<file path="src/rtl/cache_mem_arbiter.sv">
// cache_mem_arbiter
//
// Shares one memory port between the i-cache refill path and the d-cache
// access path. When both caches ask at once, the one that was not served
// last wins. The winner's request is registered onto the memory port and
// held there until the bridge acknowledges. The returned data then goes back
// with a one-cycle ok pulse, and only the winner sees that pulse.
//
// Ports
//   clk, rst                 clock (rising edge), async active-high reset
//   i_req, i_addr            i-cache refill request (level) and fetch address
//   i_data, i_ok             32-bit instruction word, completion pulse
//   d_req, d_we, d_addr,
//   d_wdata, d_wmask         d-cache request (level), direction, address,
//                            write data, byte strobes
//   d_rdata, d_ok            64-bit read data (0 for writes), completion pulse
//   mem_req, mem_we,
//   mem_addr, mem_wdata,
//   mem_wmask                registered memory request toward the bridge
//   mem_rdata, mem_ok        memory read data, valid with the mem_ok pulse
//   state_dbg                current FSM state (IDLE=0, I_BUSY=1, D_BUSY=2,
//                            RESP=3)
//
// Handshake: a requester raises req and holds it and its fields until its ok
// pulse. mem_req stays high for the whole BUSY state. A single mem_ok cycle
// completes the transfer, and mem_ok seen outside BUSY is ignored. A
// requester that drops req mid-transaction still gets its ok pulse.

module cache_mem_arbiter (
    input  logic        clk,
    input  logic        rst,
    // i-cache side
    input  logic        i_req,
    input  logic [63:0] i_addr,
    output logic [31:0] i_data,
    output logic        i_ok,
    // d-cache side
    input  logic        d_req,
    input  logic        d_we,
    input  logic [63:0] d_addr,
    input  logic [63:0] d_wdata,
    input  logic [7:0]  d_wmask,
    output logic [63:0] d_rdata,
    output logic        d_ok,
    // memory bridge side
    output logic        mem_req,
    output logic        mem_we,
    output logic [63:0] mem_addr,
    output logic [63:0] mem_wdata,
    output logic [7:0]  mem_wmask,
    input  logic [63:0] mem_rdata,
    input  logic        mem_ok,
    // debug
    output logic [1:0]  state_dbg
);

    typedef enum logic [1:0] {
        IDLE   = 2'd0,
        I_BUSY = 2'd1,
        D_BUSY = 2'd2,
        RESP   = 2'd3
    } state_t;

    state_t state;
    state_t next_state;

    // 1 = the d-cache was granted most recently. Resets to 1 so that the
    // i-cache wins the first tie.
    logic   last_grant_d;
    // 1 = the transaction in flight (or being answered) belongs to the d-cache.
    logic   serving_d;

    logic   grant_i;
    logic   grant_d;

    // ------------------------------------------------------------------
    // State register
    // ------------------------------------------------------------------
    always_ff @(posedge clk or posedge rst) begin
        if (rst) begin
            state <= IDLE;
        end else begin
            state <= next_state;
        end
    end

    // ------------------------------------------------------------------
    // Next state and state-decoded outputs. The outputs depend only on
    // registers, so no input reaches an output combinationally.
    // ------------------------------------------------------------------
    always_comb begin
        next_state = state;
        grant_i    = 1'b0;
        grant_d    = 1'b0;
        mem_req    = 1'b0;
        i_ok       = 1'b0;
        d_ok       = 1'b0;

        unique case (state)
            IDLE: begin
                // On a tie, the i-cache wins only if the d-cache was served last.
                if (i_req && (!d_req || last_grant_d)) begin
                    grant_i    = 1'b1;
                    next_state = I_BUSY;
                end else if (d_req) begin
                    grant_d    = 1'b1;
                    next_state = D_BUSY;
                end
            end
            I_BUSY: begin
                mem_req = 1'b1;
                if (mem_ok) begin
                    next_state = RESP;
                end
            end
            D_BUSY: begin
                mem_req = 1'b1;
                if (mem_ok) begin
                    next_state = RESP;
                end
            end
            RESP: begin
                i_ok       = !serving_d;
                d_ok       = serving_d;
                next_state = IDLE;
            end
            default: begin
                next_state = IDLE;
            end
        endcase
    end

    assign state_dbg = state;

    // ------------------------------------------------------------------
    // Request latch. Captured on the grant edge and left untouched until
    // the next grant, so the memory fields stay stable through BUSY even if
    // the requester changes or drops its inputs.
    // ------------------------------------------------------------------
    always_ff @(posedge clk or posedge rst) begin
        if (rst) begin
            mem_addr     <= 64'd0;
            mem_we       <= 1'b0;
            mem_wdata    <= 64'd0;
            mem_wmask    <= 8'd0;
            last_grant_d <= 1'b1;
            serving_d    <= 1'b0;
        end else if (grant_i) begin
            // Instruction fetches are always plain reads.
            mem_addr     <= i_addr;
            mem_we       <= 1'b0;
            mem_wdata    <= 64'd0;
            mem_wmask    <= 8'd0;
            last_grant_d <= 1'b0;
            serving_d    <= 1'b0;
        end else if (grant_d) begin
            mem_addr     <= d_addr;
            mem_we       <= d_we;
            mem_wdata    <= d_wdata;
            mem_wmask    <= d_wmask;
            last_grant_d <= 1'b1;
            serving_d    <= 1'b1;
        end
    end

    // ------------------------------------------------------------------
    // Response data. The data is captured with mem_ok, so it is already
    // valid in the RESP cycle alongside the ok pulse. Each output is written
    // only by its own requester's transactions, so it holds its value
    // until that requester's next response.
    // ------------------------------------------------------------------
    always_ff @(posedge clk or posedge rst) begin
        if (rst) begin
            i_data  <= 32'd0;
            d_rdata <= 64'd0;
        end else if (mem_ok) begin
            if (state == I_BUSY) begin
                // Fetch address bit 2 selects the 32-bit half of the 64-bit beat.
                i_data <= mem_addr[2] ? mem_rdata[63:32] : mem_rdata[31:0];
            end else if (state == D_BUSY) begin
                d_rdata <= mem_we ? 64'd0 : mem_rdata;
            end
        end
    end

endmodule
</file>
<file path="config.mk">
export PLATFORM = sky130hd
export DESIGN_NAME = cache_mem_arbiter
export DESIGN_NICKNAME = d
export VERILOG_FILES = /design/src/rtl/cache_mem_arbiter.sv
export SDC_FILE = /design/constraint.sdc
export NUM_CORES = 1
export LEC_CHECK = 0
export BUFFER_PORTS_ARGS = -buffer_cell sky130_fd_sc_hd__clkbuf_2
export CAP_MARGIN = 15
export CORE_MARGIN = 8
export CORE_UTILIZATION = 30
export DETAILED_ROUTE_END_ITERATION = 12
export PLACE_DENSITY = 0.59
export SYNTH_ARGS = -nofsm -noshare
export SYNTH_HDL_FRONTEND = slang
export SYNTH_SLANG_ARGS = --single-unit
</file>
<file path="constraint.sdc">
create_clock -name clk -period 9.9 [get_ports clk]
set_clock_uncertainty 0.05 [all_clocks]
set_input_delay 0.495 -clock clk [delete_from_list [all_inputs] [get_ports clk]]
set_output_delay 0.495 -clock clk [all_outputs]
set_load 0.1 [all_outputs]
</file>
Yosys cells after proc, flatten, opt, wreduce, memory -nomap -nowiden. Cells that the tools add are included. W data, S select, Z words.

Register bits after elaboration: 237. Bits of input ports: 270. Logic and storage cells: 49.

Equal/unequal tests: 5. Multiplexer cells: 24. Bitwise logic cells: 1. Reductions and logical operators: 10.

Operators with widths (count): $mux W64 (5); $mux W32 (1); $mux W8 (2); $mux W1 (12); $mux W2 (3); $pmux W2 S3 (1); $eq A2 B2 Y1 const B (2); $reduce_and A2 Y1 (2); $ne A3 B3 Y1 const B (1); $reduce_and A3 Y1 (1); $eq A2 B1 Y1 const B (1); $logic_not A1 Y1 (2); $logic_not A2 Y1 (1); $ne A2 B1 Y1 const B (1); $reduce_bool A2 Y1 (1); $reduce_or A2 Y1 (1); $logic_and A1 B1 Y1 (1); $logic_or A1 B1 Y1 (1); $not A1 Y1 (1).

Logic depth before layout (Yosys ltp).
Depth in word-level cells: 7. Mapped depth: 8. Depth with buffers taken out: 5.

Worst setup path before layout. No wires, ideal clock.

Path type: flip-flop to output port. From: register state[0] (netlist: state_dbg[0]). To: output i_ok. Data arrival time: 2.611 ns. Path slack: 6.744 ns. Cell stages (with the launch flop): 3. Buffers on the path: 0. Path through: dfrtp_1 > ha_1 > nor2b_1.

Cells in the longest elaborated chain, start to end: 2.

Ends and longest elaborated chain: from (decl) (RTL line 64) `state_t state;`; from (signal assigned) (RTL line 83) `state <= next_state;`; $eq A2 B2 Y1 (RTL line 99) `unique case (state)`; $mux W1 (RTL line 99); to (decl) (RTL line 36) `output logic i_ok,`.

No other way between the ends.

Worst setup path in the final report.
From: register mem_addr[2]. To: output mem_addr[2].

RTL lines: from (decl) (RTL line 48) `output logic [63:0] mem_addr,`; from (signal assigned) (RTL line 150) `mem_addr <= i_addr;`; from (signal assigned) (RTL line 157) `mem_addr <= d_addr;`.

No word-level cell between the ends.

==> impl_results.md <==
* Area share of the leading cell type in the synthesized netlist at 0.6010
* Kind of capture point of the worst setup path: primary output
* Total Negative Setup Slacks at 0 ns
* Dominant combinational cell family by area after synthesis: compound AO/OA/AOI/OAI gates
* Aggregate global-route resource usage at 0.1718
* Clk Tree Root Cell: sky130_fd_sc_hd__clkbuf_16
* CTS max path bufs at 3
* Reg2reg start: state_dbg[1]$_DFFE_PP0P_
* Adder and majority cell fraction of the synthesized area at 0.005094
* Reg2Reg Depth at 5
* H-Tree Level Count at 1
* Net total in the final layout at ~1.6k
* Vias in the first global route at 8741
* Relative slew margins at 0.2648
* Max-cap violations at 0
* Largest stage delay on the critical path at 0.58 ns
* Most area-consuming cells after synthesis: sky130_fd_sc_hd__dfrtp_1 60%, sky130_fd_sc_hd__nand2b_1 8.3%, sky130_fd_sc_hd__o221a_2 7.4%
* Total gr overflow at 0
* Synthesized area at ~9800 um^2
* Synth Area in Compound Gates at 0.1933
* Die Span Y at 197.0 um
* Minimum setup slack among reg-to-reg paths at 7.59 ns
* First-iteration detailed-routing DRC count at 480
* Number of gates given a new drive strength after cts at 0
* Critical Path Slowest Stage Cell: sky130_fd_sc_hd__clkbuf_2
* Clock tree from TritonCTS: done
* Total core area at 32370 um^2
* Average wire per cell in the routed design at just under 20 um
* Iteration count of the initial detailed-routing pass at 5
* Seq cells post-synth at 237
* Area of the die at 38800 um^2
* Post-synthesis cell type count at 28
* Fraction of the yosys area taken by sequential cells at 0.6037
* Cell type contributing the most total cell area after synthesis: sky130_fd_sc_hd__dfrtp_1
* Antenna cells at 0
* Hold violation count in the final report at 0
* Horizontal die dimension at 197.0 um
* Endpoint of the worst-slack reg-to-reg timing path: d_rdata[35]$_DFFE_PP0P_
* Number of antenna violations at the first check in global routing at 1
* Clock Sink Count at 237
* Number of rows created at floorplan at between 60 and 70
* Number of hold buffers added after cts at 0
* Final WL at between 30 and 40 mm
* Critical Path Start Type: flip-flop
* Routed via count divided by cell count at 4.635
* Post-Synthesis Mean Instance Area at 11.88 um^2
* Largest fanout on the critical path at 34
* Critical path, cell by cell: buf_4 > clkbuf_2
* Pins Over Slew Limit at 0
* WP data required at between 9 and 10 ns
* TritonCTS buffer count at 26
* IO Count at slightly above 500
* Ys Warns at 0
* Count of port buffers added during placement at 507
* Path type of the worst min-delay path: in -> async
* Initial standard-cell utilization of the core at 0.3035
* Tmin final at 2.524 ns
* Global-route wire length before repair at roughly 53 mm
* Setup violation total in the final timing report at 0
* Status: finished clean
* Post-synthesis mux area share at 0.03260
* Commonest non-fill, non-tap cell in the layout: sky130_fd_sc_hd__clkbuf_2
* Clock slew at the register clock pins of the worst setup and hold paths at 0.06 ns
* Global placer's final weighted congestion at 0.7811
* Unrepaired setup endpoints after global routing: no
* Post-DP HPWL at 26.18 mm
* Pin count of the biggest net entering global routing at 124
* Commonest cells after routing, fill and taps aside: 507 x sky130_fd_sc_hd__clkbuf_2, 235 x sky130_fd_sc_hd__dfrtp_1, 131 x sky130_fd_sc_hd__nand2b_1, 73 x sky130_fd_sc_hd__a22o_1, 70 x sky130_fd_sc_hd__nand2_1
* Fraction of final layout cells with drive strength greater than 1 at 0.4766
* Kind of critical path: reg -> out
* Inst Count DP at 1719
* Transition time of the tightest slew-check pin at between 1 and 1.5 ns
* Buffers inserted by post-CTS timing repair at 0
* Area growth from synthesis to layout at 37.82%
* DRC at 0
* DR vias at 8186
* FMAX at 396.1 MHz
* Post-route ant nets at 0
* Fin crit share at 0.2550
* Clock latency on the worst-skew pair at around 0.52 ns
* Worst hold margin at 0.07260 ns
* Simple logic cell fraction of the synthesized area at 0.1272
* Cell Count, Final, Fillers Out at 1766
* Post-synthesis xor/xnor area fraction at 0
* Arrival time of data at the critical path endpoint at 1.98 ns
* Number of instances in the synthesized netlist at 827
* Synthesized netlist net count at around 1.1k
==> state kept, by name (all words and copies together) (netlist names) <==
name	cells
d_rdata	64
i_data	32
last_grant_d	1
mem_addr	64
mem_wdata	64
mem_we	1
mem_wmask	8
serving_d	1
state_dbg	2
==> area by class of cell <==
cell class | count | area (um^2)
inverters | 5 | 26.28
flip-flops and latches | 237 | 5933
repair buffers | 518 | 2620
clock inverters | 10 | 131.4
well taps | 442 | 553.0
fillers | 3244 | 18830
multi-input cells | 517 | 3535
clock buffers | 37 | 743.2
==> cells in the mapped netlist <==
library cell,n
sky130_fd_sc_hd__o21ai_1,3
sky130_fd_sc_hd__dfrtp_1,236
sky130_fd_sc_hd__buf_4,1
sky130_fd_sc_hd__nand2b_1,131
sky130_fd_sc_hd__nand3b_1,1
sky130_fd_sc_hd__a21oi_1,34
sky130_fd_sc_hd__o21ai_2,1
sky130_fd_sc_hd__nand2_1,70
sky130_fd_sc_hd__clkbuf_1,21
sky130_fd_sc_hd__a32oi_1,1
sky130_fd_sc_hd__o22ai_1,2
sky130_fd_sc_hd__inv_1,5
sky130_fd_sc_hd__ha_1,4
sky130_fd_sc_hd__and2_1,2
sky130_fd_sc_hd__buf_6,7
sky130_fd_sc_hd__dfstp_2,1
sky130_fd_sc_hd__a22o_1,73
sky130_fd_sc_hd__buf_2,35
sky130_fd_sc_hd__o21ai_0,61
sky130_fd_sc_hd__nand3_1,1
sky130_fd_sc_hd__nand3_2,1
sky130_fd_sc_hd__nor2_1,32
sky130_fd_sc_hd__a21boi_0,1
sky130_fd_sc_hd__mux2i_1,32
sky130_fd_sc_hd__o221a_2,65
sky130_fd_sc_hd__and3_1,1
sky130_fd_sc_hd__nor2b_1,1
sky130_fd_sc_hd__buf_1,4
==> logic make-up (layout without fill, tap and decap cells) <==
group | after synthesis | count (layout)
fa+ha+maj | 4 | 4
simple gates | 240 | 240
buf+inv | 73 | 570
compound gates | 241 | 241
flops | 237 | 237
mux | 32 | 32
==> through the flow <==
step | utilization | instance area [um^2] | setup WS (ns)
floorplan | - | 9826 | 2.854
global placement | 0.3913 | 12670 | 6.977
detailed placement | 0.3913 | 12670 | 6.930
CTS | 0.4183 | 13540 | 7.322
global route | 0.4183 | 13540 | 7.177
finish | 0.4183 | 13540 | 7.376
==> layer usage <==
layer  vias to the layer above  GRT usage  share of wire
met5                         -          0              0
met4                         0    0.03817          0.018
met3                        42    0.05236          0.081
met2                       325     0.2859           0.48
met1                      3919     0.2174           0.42
li1                       3900          -              -
==> worst max-delay path by stage <==
stage                                     endpoint                     from  cells after the start
after global placement    mem_addr[46]$_DFFE_PP0P_                      rst                      4
after detailed placement  mem_addr[38]$_DFFE_PP0P_                      rst                      4
after CTS                              mem_addr[2]  mem_addr[2]$_DFFE_PP0P_                      2
final                                  mem_addr[2]  mem_addr[2]$_DFFE_PP0P_                      2
after floorplan             d_rdata[0]$_DFFE_PP0P_                      rst                      1
after global routing      mem_addr[55]$_DFFE_PP0P_                      rst                      4
==> critical path, delay by kind of cell, from the launching register on <==
| family | cells | cell delay (ns) |
|---|---|---|
| buf+inv | 2 | 1.11 |
| flops | 1 | 0.34 |
Power is not shown: default switching activity piles up to over one toggle a cycle in this logic, so the estimate is an artifact.
